[src/rtl/wb_vga_capture.sv]
// Captures a window of a VGA pixel stream and writes each pixel as one 32-bit word
// to memory over a pipelined Wishbone master, via a small pixel FIFO.
module wb_vga_capture #(
    parameter int ADDRESS_WIDTH  = 24,
    parameter int BITS_PER_COLOR = 8,
    parameter int LGFIFO         = 4
) (
    input  logic                      i_clk,
    input  logic                      i_reset_n,
    input  logic                      i_en,
    input  logic [ADDRESS_WIDTH-1:0]  i_base_addr,
    input  logic [ADDRESS_WIDTH-1:0]  i_line_words,
    input  logic [11:0]               i_h_skip,
    input  logic [11:0]               i_h_width,
    input  logic [11:0]               i_v_skip,
    input  logic [11:0]               i_v_height,
    input  logic                      i_vga_hsync,
    input  logic                      i_vga_vsync,
    input  logic [BITS_PER_COLOR-1:0] i_vga_red,
    input  logic [BITS_PER_COLOR-1:0] i_vga_grn,
    input  logic [BITS_PER_COLOR-1:0] i_vga_blu,
    output logic                      o_wb_cyc,
    output logic                      o_wb_stb,
    output logic                      o_wb_we,
    output logic [ADDRESS_WIDTH-1:0]  o_wb_addr,
    output logic [31:0]               o_wb_data,
    output logic [3:0]                o_wb_sel,
    input  logic                      i_wb_ack,
    input  logic                      i_wb_stall,
    input  logic                      i_wb_err,
    output logic                      o_interrupt,
    output logic                      o_overflow,
    output logic                      o_err
);
    localparam int AW    = ADDRESS_WIDTH;
    localparam int BPC   = BITS_PER_COLOR;
    localparam int CW    = 3 * BPC;
    localparam int EW    = 1 + AW + 32;
    localparam int DEPTH = 1 << LGFIFO;
    localparam int OW    = 16;

    typedef enum logic {ST_IDLE = 1'b0, ST_ARMED = 1'b1} cap_state_e;

    cap_state_e       state_q;
    logic             hs_q, hs_d1_q, vs_q, vs_d1_q, smp0_q, smp1_q;
    logic [BPC-1:0]   red_q, grn_q, blu_q;
    logic [11:0]      pix_cnt_q, line_cnt_q;
    logic             first_hs_q;
    logic [AW-1:0]    line_addr_q, stride_q;
    logic [11:0]      h_skip_q, h_width_q, v_skip_q, v_height_q;
    logic             ovf_q, err_q, cyc_q, last_pend_q, irq_q;
    logic [OW-1:0]    outst_q;
    logic [EW-1:0]    mem [DEPTH];
    logic [LGFIFO:0]  wptr_q, rptr_q;

    // Edges are only trusted once both sample stages hold post-reset values.
    always_ff @(posedge i_clk or negedge i_reset_n) begin
        if (!i_reset_n) begin
            hs_q <= 1'b0; hs_d1_q <= 1'b0; vs_q <= 1'b0; vs_d1_q <= 1'b0;
            smp0_q <= 1'b0; smp1_q <= 1'b0;
            red_q <= '0; grn_q <= '0; blu_q <= '0;
        end else begin
            hs_q <= i_vga_hsync; hs_d1_q <= hs_q;
            vs_q <= i_vga_vsync; vs_d1_q <= vs_q;
            smp0_q <= 1'b1; smp1_q <= smp0_q;
            red_q <= i_vga_red; grn_q <= i_vga_grn; blu_q <= i_vga_blu;
        end
    end

    logic frame_start, hs_rise, bus_err;
    assign frame_start = smp1_q & vs_q & ~vs_d1_q;
    assign hs_rise     = smp1_q & hs_q & ~hs_d1_q;
    assign bus_err     = cyc_q & i_wb_err;

    logic [11:0]   cur_pix, cur_line, line_inc, pix_next;
    logic [12:0]   h_end, v_end;
    logic          in_h, in_v, capture, line_end, last_px, empty, full, push, pop, stb;
    logic [AW-1:0] pix_addr;
    logic [CW-1:0] rgb;
    logic [31:0]   pixel_word;
    logic [EW-1:0] head;

    assign line_inc = (line_cnt_q == 12'hfff) ? line_cnt_q : line_cnt_q + 12'd1;
    assign cur_pix  = hs_rise ? 12'd0 : pix_cnt_q;
    assign cur_line = (hs_rise && !first_hs_q) ? line_inc : line_cnt_q;
    assign pix_next = (cur_pix == 12'hfff) ? cur_pix : cur_pix + 12'd1;
    assign h_end    = {1'b0, h_skip_q} + {1'b0, h_width_q};
    assign v_end    = {1'b0, v_skip_q} + {1'b0, v_height_q};
    assign in_h     = ({1'b0, cur_pix} >= {1'b0, h_skip_q}) && ({1'b0, cur_pix} < h_end);
    assign in_v     = ({1'b0, cur_line} >= {1'b0, v_skip_q}) && ({1'b0, cur_line} < v_end);
    assign capture  = i_en && (state_q == ST_ARMED) && in_h && in_v && hs_q && vs_q
                      && !frame_start && !bus_err;
    assign line_end = ({1'b0, cur_pix} == h_end - 13'd1);
    assign last_px  = line_end && ({1'b0, cur_line} == v_end - 13'd1);
    assign pix_addr = line_addr_q + AW'(cur_pix - h_skip_q);
    assign rgb        = {red_q, grn_q, blu_q};
    assign pixel_word = 32'(rgb);

    assign empty = (wptr_q == rptr_q);
    assign full  = (wptr_q[LGFIFO] != rptr_q[LGFIFO]) &&
                   (wptr_q[LGFIFO-1:0] == rptr_q[LGFIFO-1:0]);
    assign push  = capture && !full;
    assign stb   = cyc_q && !empty;
    assign pop   = stb && !i_wb_stall;
    assign head  = mem[rptr_q[LGFIFO-1:0]];

    // Capture control: frame/line timing, windowing and the IDLE/ARMED state.
    always_ff @(posedge i_clk or negedge i_reset_n) begin
        if (!i_reset_n) begin
            state_q <= ST_IDLE;
            pix_cnt_q <= '0; line_cnt_q <= '0; first_hs_q <= 1'b1;
            line_addr_q <= '0; stride_q <= '0;
            h_skip_q <= '0; h_width_q <= '0; v_skip_q <= '0; v_height_q <= '0;
            ovf_q <= 1'b0;
        end else begin
            pix_cnt_q <= pix_next;
            if (frame_start) begin
                line_cnt_q  <= '0;
                first_hs_q  <= 1'b1;
                line_addr_q <= i_base_addr;
                stride_q    <= i_line_words;
                h_skip_q    <= i_h_skip;
                h_width_q   <= i_h_width;
                v_skip_q    <= i_v_skip;
                v_height_q  <= i_v_height;
                if (i_en) ovf_q <= 1'b0;
            end else begin
                if (hs_rise) begin
                    first_hs_q <= 1'b0;
                    line_cnt_q <= cur_line;
                end
                if (capture && line_end) line_addr_q <= line_addr_q + stride_q;
                if (capture && full) ovf_q <= 1'b1;
            end
            case (state_q)
                ST_IDLE:  if (frame_start && i_en) state_q <= ST_ARMED;
                ST_ARMED: if (!i_en || bus_err) state_q <= ST_IDLE;
                default:  state_q <= ST_IDLE;
            endcase
        end
    end

    always_ff @(posedge i_clk) begin
        if (push) mem[wptr_q[LGFIFO-1:0]] <= {last_px, pix_addr, pixel_word};
    end

    // A bus error discards everything still queued.
    always_ff @(posedge i_clk or negedge i_reset_n) begin
        if (!i_reset_n) begin
            wptr_q <= '0; rptr_q <= '0;
        end else if (bus_err) begin
            rptr_q <= wptr_q;
        end else begin
            if (push) wptr_q <= wptr_q + 1'b1;
            if (pop)  rptr_q <= rptr_q + 1'b1;
        end
    end

    always_ff @(posedge i_clk or negedge i_reset_n) begin
        if (!i_reset_n) begin
            cyc_q <= 1'b0; outst_q <= '0; last_pend_q <= 1'b0;
            irq_q <= 1'b0; err_q <= 1'b0;
        end else begin
            irq_q <= 1'b0;
            if (bus_err) begin
                cyc_q <= 1'b0; outst_q <= '0; last_pend_q <= 1'b0; err_q <= 1'b1;
            end else begin
                if (frame_start && i_en) err_q <= 1'b0;
                if (!cyc_q) cyc_q <= !empty;
                else if (!stb && outst_q == '0) cyc_q <= 1'b0;
                case ({pop, cyc_q && i_wb_ack})
                    2'b10:   outst_q <= outst_q + 1'b1;
                    2'b01:   if (outst_q != '0) outst_q <= outst_q - 1'b1;
                    default: outst_q <= outst_q;
                endcase
                // The frame is done when the last-tagged write is the final one acknowledged.
                if (pop && head[EW-1]) last_pend_q <= 1'b1;
                else if (cyc_q && i_wb_ack && !pop && outst_q == OW'(1) && last_pend_q) begin
                    irq_q <= 1'b1;
                    last_pend_q <= 1'b0;
                end
            end
        end
    end

    assign o_wb_cyc    = cyc_q;
    assign o_wb_stb    = stb;
    assign o_wb_we     = cyc_q;
    assign o_wb_sel    = {4{cyc_q}};
    assign o_wb_addr   = stb ? head[EW-2 -: AW] : '0;
    assign o_wb_data   = stb ? head[31:0] : '0;
    assign o_interrupt = irq_q;
    assign o_overflow  = ovf_q;
    assign o_err       = err_q;
endmodule

[config.mk]
export PLATFORM = sky130hd
export DESIGN_NAME = wb_vga_capture
export DESIGN_NICKNAME = d
export VERILOG_FILES = /design/src/rtl/wb_vga_capture.sv
export SDC_FILE = /design/constraint.sdc
export NUM_CORES = 1
export LEC_CHECK = 0
export BUFFER_PORTS_ARGS = -buffer_cell sky130_fd_sc_hd__buf_2
export CAP_MARGIN = 30
export CORE_ASPECT_RATIO = 1.25
export CORE_MARGIN = 3
export CORE_UTILIZATION = 55
export CTS_BUF_LIST = sky130_fd_sc_hd__clkbuf_2
export CTS_CLUSTER_DIAMETER = 200
export CTS_CLUSTER_SIZE = 30
export DETAILED_ROUTE_END_ITERATION = 8
export GPL_TIMING_DRIVEN = 0
export HOLD_SLACK_MARGIN = 0.05
export PLACE_DENSITY = 0.72
export SETUP_SLACK_MARGIN = 0.4
export SLEW_MARGIN = 20
export SYNTH_ARGS = -nofsm -noshare
export SYNTH_HDL_FRONTEND = slang
export SYNTH_SLANG_ARGS = --single-unit
[constraint.sdc]
create_clock -name i_clk -period 12.95 [get_ports i_clk]
set_input_delay 1.295 -clock i_clk [delete_from_list [all_inputs] [get_ports i_clk]]
set_output_delay 1.295 -clock i_clk [all_outputs]
set_load 0.005 [all_outputs]
==> reports/metrics.cfg, run 1 <==
[layout]
fillers=5593
nets=3358
layout_common_cells=784 x edfxtp_1, 274 x nand2_1, 268 x buf_2, 245 x mux4_2, 182 x dfrtp_1
syn2layout_area_growth_pct=10.9
final_common_cell=edfxtp_1
layout.cells.non_filler=4160
drive_above_1_share_pct=23.2
final_area_um2=47600

[sta]
setup_violations=0
slew_viol_final=0
rsz0062_at_grt=false
final.period_utilization_pct=57.1
hold_violations=0
fin_skew_ps=161
slew-limit-headroom_pct=29.9
timing.fmax_mhz=135
period_needed_ps=7390
fin_ws_ps=5560
tightest_slew_ps=1040

[run_status]
status=completed

[global_route]
grt_pass1_vias=26000
antenna_found_initial=3
grt-busiest-layer=met2
grt_pass1_wl_um=156000
grtUsageTotal_pct=25.5
grt_max_degree=82
grtUsageMet3_pct=3.23
grt.met1_usage_pct=32.6
grt_use_met2_pct=46.2
grt_overflow_total=0

[placed_design]
place_hpwl_um=75500
numPortBuffers=185
gp_congestion=0.907
dpl_cell_area_um2=46500
dp_cells=4038
pre_cts_ws_ps=5490

[critical_path]
worst-path-stages=27
cp_slowest_cell=o41ai_1
arrival_ps=8480
critPathCaptureType=flip-flop
cp_num_buf_inv=4
reg2reg_depth=27
crit_fanout=13
crit_path_max_incr_delay_ps=870
critPathRequiredTime_ps=14040
crit_type=flip-flop to flip-flop
critPathMostFrequentCell=a21o_1
crit_family=compound AO/OA/AOI/OAI gates
critPathLaunchType=flip-flop

[drt]
vias=25100
drt_iter0_drc=2436
routed_wl_um=104000
antenna_left=0
dr.pass1.iters=6
drc_errors=0
vias_per_cell=6.02
wl_per_cell_um=24.9

[clock_tree]
cts.clk_slew.worst_paths_ps=540
ctsRootBufferMaster=clkbuf_2
clock-sinks=967
clock_latency_ps=1300
cts_buffers=38
cts_htree_levels=2
clockBufferDepth=3
cts_setup_buffers=0
cts_tree=built
cts_resized=0
postCtsHoldBufs=42

[floorplan]
rows=113
core_area_um2=76600
dieArea_um2=81400
num_io_pins=194
die_y_um=318
initial_utilization_pct=56.0
fp.dieW_um=256

[min_path]
hold_path.class=primary input to flip-flop
min_path_cells=3

[synth]
synthArstFlopShare_pct=18.9
synth.avg_cell_area_um2=16.0
ys_seq_area_share_pct=65.6
synth_edf_count=784
synth_cells=2673
synth-seq-cells=967
ys_types=93
yosys_most_used_dff=edfxtp_1
ys.warnings.count=0
synth_area_um2=42900

[power_and_ir_drop]
power_mw=8.62
ir_worst_vdd_v=0.000112
leakagePower_nw=17.4
powerDensity_nw_per_um2=181

[run]
max_cap_viol_count=0

==> area by class of cell <==
class	instances	area, µm²	area share [%]
flip-flops and latches	967	28100	59.1
multi-input cells	1503	14100	29.7
clock inverters	3	90.1	0.189
repair buffers	376	2750	5.78
diodes	2	5.00	0.0105
plain buffers	115	505	1.06
inverters	95	357	0.750
well taps	1035	1290	2.72
clock buffers	64	320	0.674
==> routing by layer <==
| layer | share of wire (%) | up-vias |
|---|---|---|
| met4 | 2.7 | 2 |
| li1 | - | 11100 |
| met3 | 6.7 | 156 |
| met5 | 0.013 | - |
| met1 | 38 | 12900 |
| met2 | 53 | 950 |
==> cell usage after synthesis (all sizes together) (23+ instances only) <==
cell / count / share of area [%]
o21ai: 114 / 1.3
nor2: 97 / 0.87
dfrtp: 182 / 11
inv: 95 / 0.83
xor2: 40 / 0.82
clkbuf: 76 / 0.67
nor3: 31 / 0.37
ha: 129 / 3.8
buf: 39 / 0.51
edfxtp: 784 / 55
xnor2: 93 / 1.9
nand4: 23 / 0.34
nand2: 274 / 2.4
a21o: 35 / 0.61
a21oi: 75 / 0.88
mux4: 245 / 13
mux2i: 29 / 0.68
nor2b: 56 / 0.82
nand3: 25 / 0.29
==> flip-flops by register name, indices dropped and copies added, names as in the netlist, 16 cells and up <==
signal and count:
outst_q 16, line_addr_q 24, stride_q 24, mem 784
==> tightest hold or removal path, cell delays in order <==
cell and delay (ps):
buf_2 100, nand2_1 50, nand2_1 40
==> through the flow <==
stage	utilization [%]	TNS [ps]	hold WS, ps
floorplan	-	0	331
global placement	58.9	-993190	336
detailed placement	60.7	0	355
CTS	61.8	0	51.2
global route	62.1	0	61.0
finish	62.1	0	143
==> path summary, 6_finish.rpt <==
check                           slack (ps)     startpoint            end
worst max register to register        5560        hs_d1_q    mem[11][47]
worst min register to register         420         smp0_q         smp1_q
min in group asynchronous              390      i_reset_n       blu_q[0]
max in group asynchronous            11390      i_reset_n     first_hs_q
worst min-delay path                   140  i_v_height[9]  v_height_q[9]
worst max-delay path                  5560        hs_d1_q    mem[11][47]
==> logic make-up (layout without fill, tap and decap cells) <==
logic type,count (synthesis),after routing,share of synthesized area [%]
and+or+nand+nor,604,604,6.73
adders and majority gates,135,135,4.02
xor gates and xnor gates,135,135,2.86
DFF,967,967,65.6
other,2,11,0.0175
AOI/OAI and AO/OA,343,343,5.17
buffers and inverters,210,653,2.01
muxes,277,277,13.6
==> where the power goes <==
part	switching, mW	total [mW]	internal, mW
combinational	2.04	3.58	1.54
clock	0.863	1.03	0.170
sequential	0.101	4.01	3.91
total	3.00	8.62	5.62
Note: power is estimated with default switching activity, not from simulation.
==> run 2, diff against run 1 <==
--- a/config.mk
+++ b/config.mk
@@ -16,7 +16,7 @@
 export DETAILED_ROUTE_END_ITERATION = 8
 export GPL_TIMING_DRIVEN = 0
 export HOLD_SLACK_MARGIN = 0.05
-export PLACE_DENSITY = 0.72
+export PLACE_DENSITY = 0.75
 export SETUP_SLACK_MARGIN = 0.4
 export SLEW_MARGIN = 20
 export SYNTH_ARGS = -nofsm -noshare
==> constraint.sdc (replaced) <==
create_clock -name i_clk -period 6.15 [get_ports i_clk]
set_input_delay 0.615 -clock i_clk [delete_from_list [all_inputs] [get_ports i_clk]]
set_output_delay 0.615 -clock i_clk [all_outputs]
set_load 0.005 [all_outputs]
==> run 2 against run 1 <==
Final area up 6.4%. Largest cell class unchanged. Sequential power up 110%. Routed wire length up 9.7%. Core utilization up 4.0 points. Die area unchanged.
==> reports/metrics.cfg, run 2 (synthesized netlist as in run 1, its figures left out) <==
[run_status]
status=completed

[placed_design]
place_hpwl_um=74800
gp_congestion=0.920
pre_cts_ws_ps=-1250
numPortBuffers=185

[global_route]
grtUsageTotal_pct=27.5
grt_max_degree=77
grt_pass1_wl_um=168000
grt_overflow_total=0
antenna_found_initial=4
grt_pass1_vias=27800

[drt]
dr.pass1.iters=6
vias=26900
drc_errors=0
antenna_left=0
wl_per_cell_um=26.0
vias_per_cell=6.14
drt_iter0_drc=2670
routed_wl_um=114000

[critical_path]
cp_slowest_cell=dfrtp_2
crit_type=flip-flop to flip-flop
crit_chain=ha_1, fa_1, a21o_1, a21o_1, a21o_1, a21oi_2, xnor2_2, inv_1, ha_1, a2111oi_1, o21ai_1, a31oi_1, o2111ai_1, a2111o_2, nand2b_4, buf_12, nor4_4, buf_4, buf_6, buf_4
critPathRequiredTime_ps=7150
cp_num_buf_inv=5
arrival_ps=6660
crit_family=compound AO/OA/AOI/OAI gates
critPathLaunchType=flip-flop
critPathCaptureType=flip-flop
crit_path_max_incr_delay_ps=560
crit_fanout=10
critPathMostFrequentCell=a21o_1

[sta]
finalSetupTns_ps=0
slew_viol_final=0
setup_violations=0
slew-limit-headroom_pct=31.6
hold_violations=0
final.period_utilization_pct=92.1
fin_ws_ps=484
tightest_slew_ps=1030
finalHoldWorstSlack_ps=185
rsz0062_at_grt=true
period_needed_ps=5670
timing.fmax_mhz=176
fin_skew_ps=200

[power_and_ir_drop]
powerDensity_nw_per_um2=366
power_mw=18.5
ir_worst_vdd_v=0.000254
leakagePower_nw=18.6

[floorplan]
core_area_um2=76600
rows=113
fp.dieW_um=256
initial_utilization_pct=56.0
die_y_um=318
dieArea_um2=81400
num_io_pins=194

[layout]
syn2layout_area_growth_pct=18.0
layout_common_cells=784 x edfxtp_1, 272 x nand2_1, 246 x dlygate4sd3_1, 245 x mux4_2, 191 x buf_2
nets=3572
final_common_cell=edfxtp_1
utilization_pct=66.0
largest_register_ffs=784
drive_above_1_share_pct=24.1

[clock_tree]
cts_tree=built
clock-sinks=967
clock_latency_ps=1310
clockBufferDepth=3
cts.clk_slew.worst_paths_ps=550
cts_htree_levels=2
cts_buffers=38
ctsRootBufferMaster=clkbuf_2

[min_path]
hold_path.class=primary input to flip-flop

[run]
max_cap_viol_count=0

-- run 2: cell types whose count changed in the layout (fill, tap and decap cells not counted), moves of 6 or more --
cell           before  now
buf_12              2   12
buf_2             268  191
buf_4              31   79
buf_6              25   47
clkbuf_1           76   58
clkbuf_2           65   83
dlygate4sd3_1      44  246
nor4_2             10    2
nor4_4              0    8
o21ai_0            88   81
xnor2_1            84   78
-- run 2: power by group --
part           switching [mW]  internal, mW
sequential              0.222          8.24
clock                    1.80         0.369
combinational            4.47          3.43
total                    6.50          12.0
-- run 2: tightest hold or removal path, cell delays in order --
cell,delay [ps]
dlygate4sd3_1,520
buf_2,90
nand2_1,40
nand2_1,50
-- run 2: cell type report --
class	instances	area, µm²
plain buffers	115	576
clock buffers	67	335
multi-input cells	1509	14600
fillers	5163	26000
inverters	95	357
diodes	1	2.50
repair buffers	584	5230
well taps	1035	1290
clock inverters	3	90.1
flip-flops and latches	967	28100
-- run 2: metal layers --
| metal | GRT usage (%) | vias up | wire (µm) |
|---|---|---|---|
| met5 | 0 | - | 39 |
| met4 | 8.30 | 6 | 4230 |
| met3 | 3.40 | 265 | 9100 |
| met2 | 50.3 | 1366 | 60300 |
| met1 | 34.3 | 13700 | 40000 |
| li1 | - | 11500 | - |
-- run 2: through the flow --
step	area (µm²)	std cells
6_report	50600	4376
3_5_place_dp	46700	3999
2_1_floorplan	43100	2680
5_1_grt	50600	4376
3_3_place_gp	45400	3900
4_1_cts	50100	4353
-- run 2: path summary, 6_finish.rpt --
| path | slack (ps) | to | depth (start not counted) | from |
|---|---|---|---|---|
| max | 480 | mem[6][10] | 20 | v_skip_q[0] |
| min | 180 | h_width_q[0] | 4 | i_h_width[0] |
| max reg2reg | 480 | mem[6][10] | 20 | v_skip_q[0] |
| min reg2reg | 400 | vs_d1_q | 0 | vs_q |
| max in group asynchronous | 5010 | h_width_q[1] | 5 | i_reset_n |
| min in group asynchronous | 230 | v_height_q[1] | 4 | i_reset_n |
-- run 2: repair_timing --
item,in CTS,in global routing
endpoints found under the hold margin,332,0
setup endpoints to repair,909,935
gates cloned,2,4
resized for setup,39,68
setup buffers,35,16
hold buffers,247,0
pin swaps,23,29
==> run 3, diff against run 2 <==
--- a/config.mk
+++ b/config.mk
@@ -8,7 +8,7 @@
 export BUFFER_PORTS_ARGS = -buffer_cell sky130_fd_sc_hd__buf_2
 export CAP_MARGIN = 30
 export CORE_ASPECT_RATIO = 1.25
-export CORE_MARGIN = 3
+export CORE_MARGIN = 5
 export CORE_UTILIZATION = 55
 export CTS_BUF_LIST = sky130_fd_sc_hd__clkbuf_2
 export CTS_CLUSTER_DIAMETER = 200
==> run 3 against run 2 <==
Non-clock buffer count down 15. Hold slack got worse by 62 ps. Sequential power is essentially flat. Global-route usage fell by 1.1 points. Via count is 1.5% lower. Highest routed layer is now met4.
==> reports/metrics.cfg, run 3 (synthesized netlist as in run 1, its figures left out) <==
[sta]
rsz0062_at_grt=false
period_needed_ps=5690
setup_violations=0
finalHoldWorstSlack_ps=123
timing.fmax_mhz=176
tightest_slew_ps=924
finalSetupTns_ps=0
slew_viol_final=0
fin_skew_ps=138
hold_violations=0
slew-limit-headroom_pct=37.6
final.period_utilization_pct=92.5

[global_route]
grt_pass1_vias=27700
grt_max_degree=88
grt_pass1_wl_um=167000
grt_overflow_total=0
grtUsageTotal_pct=26.3
antenna_found_initial=3

[clock_tree]
cts_tree=built
clock-sinks=967
cts_buffers=38
clock_latency_ps=1300
clockBufferDepth=3
cts_htree_levels=2
cts.clk_slew.worst_paths_ps=530
ctsRootBufferMaster=clkbuf_2

[critical_path]
cp_slowest_cell=dfrtp_2
crit_path_max_incr_delay_ps=560
cp_num_buf_inv=5
worst-path-stages=20
crit_chain=ha_1, fa_1, a21o_1, a21o_1, a21o_1, a21oi_2, xnor2_2, inv_1, ha_1, a2111oi_2, o21ai_1, a31oi_1, o2111ai_1, a2111o_2, nand2b_4, buf_12, nor4_4, buf_4, buf_4, buf_6
r2r-start=v_skip_q[0]
reg2reg_depth=20
critPathCaptureType=flip-flop
arrival_ps=6720
crit_fanout=10
r2r_setup_slack_ps=460
crit_family=compound AO/OA/AOI/OAI gates
critPathLaunchType=flip-flop
crit_type=flip-flop to flip-flop
crit_end=mem[0][7]
critPathMostFrequentCell=a21o_1
cp-startpoint=v_skip_q[0]
reg2reg_to=mem[0][7]
critPathRequiredTime_ps=7180

[layout]
final_area_um2=50300
utilization_pct=65.1
largest_register_ffs=784
drive_above_1_share_pct=23.1
syn2layout_area_growth_pct=17.4
nets=3553
final_common_cell=edfxtp_1
layout_common_cells=784 x edfxtp_1, 272 x nand2_1, 247 x dlygate4sd3_1, 245 x mux4_2, 193 x buf_2

[floorplan]
dieArea_um2=83700
core_area_um2=77300
num_io_pins=194
fp.dieW_um=260
initial_utilization_pct=55.5
rows=114
die_y_um=322

[drt]
dr.pass1.iters=5
drc_errors=0
routed_wl_um=111000
drt_iter0_drc=2615
vias_per_cell=6.06
vias=26500
antenna_left=0
wl_per_cell_um=25.4

[power_and_ir_drop]
leakagePower_nw=18.4
ir_worst_vdd_v=0.000224
powerDensity_nw_per_um2=368

[min_path]
hold_path.class=primary input to flip-flop

[placed_design]
numPortBuffers=185
gp_congestion=0.872
dpl_cell_area_um2=46700
place_hpwl_um=75100

[run]
max_cap_viol_count=0

[run_status]
status=completed

[run 3: final cells by class]
| type | count | area (µm²) |
|---|---|---|
| flip-flops and latches | 967 | 28100 |
| fillers | 5311 | 27000 |
| multi-input cells | 1505 | 14500 |
| repair buffers | 569 | 5060 |
| well taps | 1044 | 1310 |
| plain buffers | 115 | 556 |
| inverters | 95 | 357 |
| clock buffers | 66 | 330 |
| clock inverters | 3 | 90.1 |
| diodes | 5 | 12.5 |
[run 3: routing by layer]
| metal | vias to the layer above | wire length [µm] | global-route usage (%) |
|---|---|---|---|
| met5 | - | 0 | 0 |
| met4 | 0 | 3150 | 6.60 |
| met3 | 175 | 8900 | 3.70 |
| met2 | 1261 | 58800 | 47.7 |
| met1 | 13600 | 40200 | 34.1 |
| li1 | 11500 | - | - |
[run 3: worst min-delay path by stage]
stage	from	cells after the start	to	slack, ps
global route	i_base_addr[2]	4	line_addr_q[2]	60
CTS	i_base_addr[18]	4	line_addr_q[18]	50
detailed placement	smp0_q	0	smp1_q	350
finish	i_base_addr[2]	4	line_addr_q[2]	120
global placement	smp0_q	0	smp1_q	330
floorplan	i_reset_n	0	blu_q[0]	320
[run 3: per-stage QoR]
stage	power, mW	cells	setup WS [ps]
final	18.5	4369	462
after global routing	19.4	4365	357
after CTS	18.3	4349	368
after detailed placement	16.0	4010	-1200
after global placement	15.5	3909	-2210
after floorplan	13.4	2680	245
[run 3: repair_timing]
| item | in CTS | in global routing |
|---|---|---|
| endpoints found under the hold margin | 329 | 0 |
| resized for setup | 32 | 44 |
| buffers inserted | 20 | 11 |
| pin swaps | 17 | 28 |
| setup endpoints to repair | 468 | 917 |
| gates cloned | 2 | 0 |
| hold buffers | 248 | 0 |
[run 3: worst min-delay path, stage by stage]
cell           delay (ps)
dlygate4sd3_1         530
buf_2                 130
nand2_1                80
o21ai_1                60
[run 3: report_power, final]
group / switching (mW) / internal (mW) / leakage, nW / total (mW)
combinational: 4.46 / 3.43 / 8.76 / 7.89
sequential: 0.218 / 8.23 / 9.35 / 8.45
clock: 1.81 / 0.365 / 0.314 / 2.18
